File: src/rtl/move_scheduler_2048.sv
// move_scheduler_2048
//   Turns the four raw direction buttons of the 2048 game into single move
//   commands. It then walks the external line-merge unit over every board line
//   and asks for a tile spawn when at least one line changed.
//
//   Optional feature macro: MOVE_SCHED_TIMEOUT_EN. When it is defined, each line
//   has a watchdog of TIMEOUT_CYC cycles. When it expires, the move is aborted
//   and err is set and stays set.
//
//   Ports:
//     Clk, Reset            game clock, synchronous active-high reset
//     BtnU/BtnD/BtnL/BtnR   raw buttons (asynchronous, bouncy)
//     halt                  game over; new presses are ignored
//     line_start            1-cycle pulse: process line_idx in direction line_dir
//     line_idx, line_dir    current line and direction (00 U, 01 D, 10 L, 11 R)
//     line_done             line unit finished; line_changed qualifies it
//     spawn_req/spawn_ack   tile spawn handshake
//     busy                  high whenever a move is in progress
//     move_done, moved      end-of-move pulse and "board changed" result
//     err                   sticky timeout flag
module move_scheduler_2048 #(
  parameter int N_LINES     = 4,
  parameter int DEB_CYCLES  = 4,
  parameter int TIMEOUT_CYC = 64
) (
  input  logic                       Clk,
  input  logic                       Reset,
  input  logic                       BtnU,
  input  logic                       BtnD,
  input  logic                       BtnL,
  input  logic                       BtnR,
  input  logic                       halt,
  output logic                       line_start,
  output logic [$clog2(N_LINES)-1:0] line_idx,
  output logic [1:0]                 line_dir,
  input  logic                       line_done,
  input  logic                       line_changed,
  output logic                       spawn_req,
  input  logic                       spawn_ack,
  output logic                       busy,
  output logic                       move_done,
  output logic                       moved,
  output logic                       err
);

  localparam int IW = $clog2(N_LINES);
  localparam int DW = $clog2(DEB_CYCLES + 1);
  localparam logic [IW-1:0] LAST_IDX = IW'(N_LINES - 1);
  localparam logic [DW-1:0] DEB_LAST = DW'(DEB_CYCLES - 1);

  typedef enum logic [2:0] {
    S_IDLE      = 3'd0,
    S_ISSUE     = 3'd1,
    S_WAIT_LINE = 3'd2,
    S_NEXT      = 3'd3,
    S_SPAWN     = 3'd4,
    S_DONE      = 3'd5
  } state_e;

  // Bit order everywhere: [3]=U, [2]=D, [1]=L, [0]=R
  logic [3:0]    btn_raw_s;
  logic [3:0]    sync1_q, sync2_q;
  logic [3:0]    deb_q, deb_d, deb_prev_q;
  logic [DW-1:0] cnt_q [4];
  logic [DW-1:0] cnt_d [4];
  logic [3:0]    evt_s;
  logic          sel_valid_s;
  logic [1:0]    sel_dir_s;

  state_e        state_q;
  logic          line_start_q, spawn_req_q, busy_q, move_done_q, moved_q;
  logic [IW-1:0] line_idx_q;
  logic [1:0]    line_dir_q;
  logic          any_changed_q;

  assign btn_raw_s = {BtnU, BtnD, BtnL, BtnR};

  // Two-flop synchronisers, debounce counters and debounced-level history
  always_ff @(posedge Clk) begin
    if (Reset) begin
      sync1_q    <= 4'b0000;
      sync2_q    <= 4'b0000;
      deb_q      <= 4'b0000;
      deb_prev_q <= 4'b0000;
      for (int i = 0; i < 4; i++) begin
        cnt_q[i] <= '0;
      end
    end else begin
      sync1_q    <= btn_raw_s;
      sync2_q    <= sync1_q;
      deb_q      <= deb_d;
      deb_prev_q <= deb_q;
      for (int i = 0; i < 4; i++) begin
        cnt_q[i] <= cnt_d[i];
      end
    end
  end

  // The counter runs only while the synced level disagrees with the accepted
  // level. Any bounce back to the accepted level restarts it.
  always_comb begin
    deb_d = deb_q;
    for (int i = 0; i < 4; i++) begin
      cnt_d[i] = '0;
      if (sync2_q[i] == deb_q[i]) begin
        cnt_d[i] = '0;
      end else if (cnt_q[i] == DEB_LAST) begin
        deb_d[i] = sync2_q[i];
        cnt_d[i] = '0;
      end else begin
        cnt_d[i] = cnt_q[i] + DW'(1);
      end
    end
  end

  assign evt_s = deb_q & ~deb_prev_q;

  // Fixed-priority pick among press events of the same cycle
  always_comb begin
    sel_valid_s = 1'b1;
    sel_dir_s   = 2'b00;
    if (evt_s[3]) begin
      sel_dir_s = 2'b00;
    end else if (evt_s[2]) begin
      sel_dir_s = 2'b01;
    end else if (evt_s[1]) begin
      sel_dir_s = 2'b10;
    end else if (evt_s[0]) begin
      sel_dir_s = 2'b11;
    end else begin
      sel_valid_s = 1'b0;
    end
  end

`ifdef MOVE_SCHED_TIMEOUT_EN
  localparam int TW = $clog2(TIMEOUT_CYC);
  localparam logic [TW-1:0] TMO_LAST = TW'(TIMEOUT_CYC - 1);
  logic [TW-1:0] tmo_q;
  logic          err_q;
  assign err = err_q;
`else
  logic unused_timeout_s;
  assign unused_timeout_s = (TIMEOUT_CYC > 0);
  assign err = 1'b0;
`endif

  // Move sequencer; every output is registered here
  always_ff @(posedge Clk) begin
    if (Reset) begin
      state_q       <= S_IDLE;
      line_start_q  <= 1'b0;
      line_idx_q    <= '0;
      line_dir_q    <= 2'b00;
      spawn_req_q   <= 1'b0;
      busy_q        <= 1'b0;
      move_done_q   <= 1'b0;
      moved_q       <= 1'b0;
      any_changed_q <= 1'b0;
`ifdef MOVE_SCHED_TIMEOUT_EN
      tmo_q         <= '0;
      err_q         <= 1'b0;
`endif
    end else begin
      case (state_q)
        S_IDLE: begin
          if (sel_valid_s && !halt) begin
            state_q       <= S_ISSUE;
            line_dir_q    <= sel_dir_s;
            line_idx_q    <= '0;
            any_changed_q <= 1'b0;
            line_start_q  <= 1'b1;
            busy_q        <= 1'b1;
          end
        end
        S_ISSUE: begin
          line_start_q <= 1'b0;
          state_q      <= S_WAIT_LINE;
`ifdef MOVE_SCHED_TIMEOUT_EN
          tmo_q        <= '0;
`endif
        end
        S_WAIT_LINE: begin
          if (line_done) begin
            any_changed_q <= any_changed_q | line_changed;
            if (line_idx_q == LAST_IDX) begin
              // The last line's own change counts toward the spawn decision
              if (any_changed_q | line_changed) begin
                state_q     <= S_SPAWN;
                spawn_req_q <= 1'b1;
              end else begin
                state_q     <= S_DONE;
                move_done_q <= 1'b1;
                moved_q     <= 1'b0;
              end
            end else begin
              state_q <= S_NEXT;
            end
          end
`ifdef MOVE_SCHED_TIMEOUT_EN
          else if (tmo_q == TMO_LAST) begin
            state_q     <= S_DONE;
            move_done_q <= 1'b1;
            moved_q     <= 1'b0;
            err_q       <= 1'b1;
          end else begin
            tmo_q <= tmo_q + TW'(1);
          end
`endif
        end
        S_NEXT: begin
          line_idx_q   <= line_idx_q + IW'(1);
          line_start_q <= 1'b1;
          state_q      <= S_ISSUE;
        end
        S_SPAWN: begin
          if (spawn_ack) begin
            spawn_req_q <= 1'b0;
            state_q     <= S_DONE;
            move_done_q <= 1'b1;
            moved_q     <= any_changed_q;
          end
        end
        S_DONE: begin
          move_done_q <= 1'b0;
          busy_q      <= 1'b0;
          state_q     <= S_IDLE;
        end
        default: begin
          state_q      <= S_IDLE;
          line_start_q <= 1'b0;
          spawn_req_q  <= 1'b0;
          busy_q       <= 1'b0;
          move_done_q  <= 1'b0;
        end
      endcase
    end
  end

  assign line_start = line_start_q;
  assign line_idx   = line_idx_q;
  assign line_dir   = line_dir_q;
  assign spawn_req  = spawn_req_q;
  assign busy       = busy_q;
  assign move_done  = move_done_q;
  assign moved      = moved_q;

endmodule
File: config.mk
export PLATFORM = sky130hd
export DESIGN_NAME = move_scheduler_2048
export DESIGN_NICKNAME = d
export VERILOG_FILES = /design/src/rtl/move_scheduler_2048.sv
export SDC_FILE = /design/constraint.sdc
export NUM_CORES = 1
export LEC_CHECK = 0
export BUFFER_PORTS_ARGS = -buffer_cell sky130_fd_sc_hd__buf_2
export CORE_ASPECT_RATIO = 0.5
export CORE_MARGIN = 5
export CORE_UTILIZATION = 56
export CTS_CLUSTER_DIAMETER = 200
export CTS_CLUSTER_SIZE = 12
export DETAILED_ROUTE_END_ITERATION = 8
export PLACE_DENSITY = 0.77
export SLEW_MARGIN = 30
export SYNTH_ARGS = -nofsm -noshare
export SYNTH_HDL_FRONTEND = slang
export SYNTH_SLANG_ARGS = --single-unit
File: constraint.sdc
create_clock -name Clk -period 1.3 [get_ports Clk]
set_input_delay 0.195 -clock Clk [delete_from_list [all_inputs] [get_ports Clk]]
set_output_delay 0.195 -clock Clk [all_outputs]
set_load 0.1 [all_outputs]
==> results.py <==
metrics = {
    "placement": {
        "hpwl_microns": 1960,
        "gp_congestion": 0.794,
        "portBuffers": 18,
        "placed_cells": 227,
    },
    "global_route": {
        "grt_pass1_vias": 1143,
        "grt_max_degree": 22,
        "grt_usage_pct": 13.8,
        "grt_first_pass_wirelength_microns": 4560,
        "antenna_found_initial": 0,
        "grt-ovfl-total": 0,
    },
    "detailed_routing": {
        "postRouteAntennaNets": 0,
        "drt_iter0_markers": 28,
        "drc": 0,
        "post_drt_wl_per_cell_microns": 11.4,
        "drt-total-wl_microns": 2690,
        "drt-vias-per-instance": 5.14,
        "num_vias": 1209,
        "firstDrtPassIters": 4,
    },
    "clock_network": {
        "h-tree-depth": 2,
        "clk_latency_ns": 0.29,
        "cts_buffers": 5,
        "cts_sinks": 41,
        "holdBufCountCts": 0,
        "clk_pin_slew_worst_paths_ns": 0.08,
        "clock-root-buffer": "clkbuf_8",
        "clock_path_buffers": 2,
        "cts_tree": "done",
    },
    "yosys": {
        "synth_top_area_cell": "dfxtp_1",
        "yosys.cell_types.count": 34,
        "ys_ff_latch": 41,
        "ys_top_cells_by_area": "dfxtp_1 (50%), ha_1 (6.8%), nor2b_1 (5.7%), nor2_1 (4.8%), mux2i_1 (4.3%)",
        "syn-num-nets": 191,
        "ys_warn_count": 0,
        "avgSynthCellArea_sq_um": 9.57,
        "netlist_instances": 172,
        "synth_area_sq_um": 1650,
        "synth_seq_area_share_pct": 49.8,
        "yosysTopAreaCellShare_pct": 49.8,
    },
    "setup_path": {
        "cp_slowest_cell": "buf_2",
        "ff2ff_setup_slack_ns": 0.03,
        "crit_path_max_incr_delay_ns": 0.44,
        "end_kind": "primary output",
        "critPathBufInv": 1,
        "required_ns": 1.11,
        "crit_type": "flip-flop to primary output",
        "cp_cell_sequence": "buf_2",
        "start_kind": "flip-flop",
        "cp.arrival_ns": 1.08,
        "path_delay_family": "buffers and inverters",
        "path_max_fanout": 3,
    },
    "floorplanning": {
        "dieWidth_microns": 86.7,
        "start_util_pct": 61.0,
        "fp.dieH_microns": 48.3,
        "rows": 13,
        "pin_count": 20,
        "core_sq_um": 2700,
        "die_area_sq_um": 4190,
    },
    "pwr": {
        "leakagePower_nw": 0.808,
        "peakVddDrop_mv": 0.814,
        "power_mw": 2.19,
        "p_per_area_nw_per_um2": 1130,
    },
    "layout": {
        "syn_to_final_growth_pct": 18.1,
        "layout-drive-gt1-share_pct": 29.3,
        "antenna_cells": 0,
        "num-nets-final": 216,
        "final_cell_count_no_fill": 235,
    },
    "sta": {
        "period_share_pct": 98.4,
        "finClkSkew_ns": 0.00671,
        "period_minus_slack_ns": 1.28,
        "drv_slew": 0,
        "clock.fmax_mhz": 782,
        "setup_viol": 0,
        "finalHoldViolCount": 0,
    },
    "job": {
        "cap_violations": 0,
    },
    "status": {
        "status": "completed",
    },
    "min_path": {
        "worstHoldPathType": "input port to flip-flop",
    },
}
[cell families after synthesis]
| group | count (synthesis) | share of synthesized area (%) |
|---|---|---|
| buffers and inverters | 18 | 5.09 |
| adders and majority gates | 9 | 6.84 |
| and+or+nand+nor | 72 | 24.1 |
| xor gates and xnor gates | 5 | 2.66 |
| muxes | 7 | 4.26 |
| other | 1 | 0.228 |
| DFF | 41 | 49.8 |
| AOI/OAI and AO/OA | 19 | 6.99 |
[cells in the mapped netlist]
library cell  instances
dfxtp_1              41
nor2_1               21
nor2b_1              15
inv_1                10
ha_1                  9
mux2i_1               7
nand2_1               7
nor3_1                7
a21oi_1               6
nand2b_1              6
o21ai_0               5
buf_2                 4
or3_1                 4
xnor2_1               4
nand3b_1              3
nand4_1               3
a31oi_1               2
clkbuf_1              2
a211oi_1              1
a211oi_2              1
a22oi_1               1
a32oi_1               1
and2_4                1
and3b_1               1
buf_4                 1
buf_6                 1
conb_1                1
nor3_4                1
nor4_1                1
nor4bb_1              1
o21ai_1               1
o22ai_1               1
or2_4                 1
xor2_1                1
[power breakdown]
group          internal (mW)  switching [mW]
Clock                  0.382           0.448
Sequential              1.27         0.00645
Combinational         0.0361          0.0527
[worst register-to-register path, cell delays in order, from the launching register on]
cell     delay, ns
dfxtp_1       0.33
ha_1          0.20
ha_2          0.20
or3_4         0.39
nor2_2        0.09
[layout make-up]
| class | count | area (sq um) |
|---|---|---|
| Clock buffer | 5 | 68.8 |
| Timing Repair Buffer | 26 | 150 |
| Multi-Input combinational cell | 113 | 787 |
| Inverter | 10 | 37.5 |
| Clock inverter | 3 | 20.0 |
| Fill cell | 202 | 756 |
| Tap cell | 37 | 46.3 |
| Sequential cell | 41 | 835 |
[state kept, by name, indices dropped and copies added, names as in the netlist, 2 cells and up]
name,flops
cnt_q,12
sync2_q,4
deb_q,4
state_q,3
sync1_q,4
deb_prev_q,4
line_dir,2
line_idx,2
[through the flow]
step / TNS, ns / setup WS [ns] / util (%) / area [sq um] / hold slack, ns
2_1_floorplan: -0.162 / -0.162 / - / 1660 / 0.323
3_3_place_gp: 0 / 0.0537 / 67.0 / 1810 / 0.403
5_1_grt: -0.0349 / -0.0151 / 72.0 / 1940 / 0.101
3_5_place_dp: 0 / 0.00820 / 67.0 / 1810 / 0.412
4_1_cts: 0 / 0.00191 / 70.6 / 1910 / 0.103
6_report: 0 / 0.0207 / 72.0 / 1940 / 0.107
[cells in the final DEF (no fill, tap or decap), types with 2 or more instances in the layout]
cell,instances
nor2_1,17
inv_1,10
a21oi_1,6
a31oi_1,2
nor3_1,6
ha_2,4
o21ai_0,5
xnor2_1,4
nand3b_1,3
nand4_1,3
buf_4,8
dfxtp_4,2
nor2_2,4
dfxtp_1,34
buf_2,18
mux2i_1,7
dfxtp_2,5
nand2b_1,6
nor2b_1,15
clkbuf_8,5
or3_4,4
nand2_1,7
ha_1,5
[final timing paths]
check / startpoint / end / depth (start not counted)
setup reg to reg: cnt_q[0][0] / cnt_q[0][1] / 4
hold / removal: BtnR / sync1_q[0] / 2
setup / recovery: moved / moved / 1
hold reg to reg: cnt_q[2][0] / cnt_q[2][0] / 1
[timing repair]
item / 4_1_cts / 5_1_grt
endpoints found under the hold margin: 0 / 0
setup buffers: 0 / 0
setup endpoints to repair: 2 / 14
gates resized for setup: 2 / 13
[layer usage]
layer,global-route usage (%),share of wire (%),vias up
li1,-,-,623
met1,14.8,45,554
met2,23.5,46,25
met3,5.90,6.5,7
met4,6.48,2.0,0
met5,0,0,-
(Power assumes the default switching activity.)
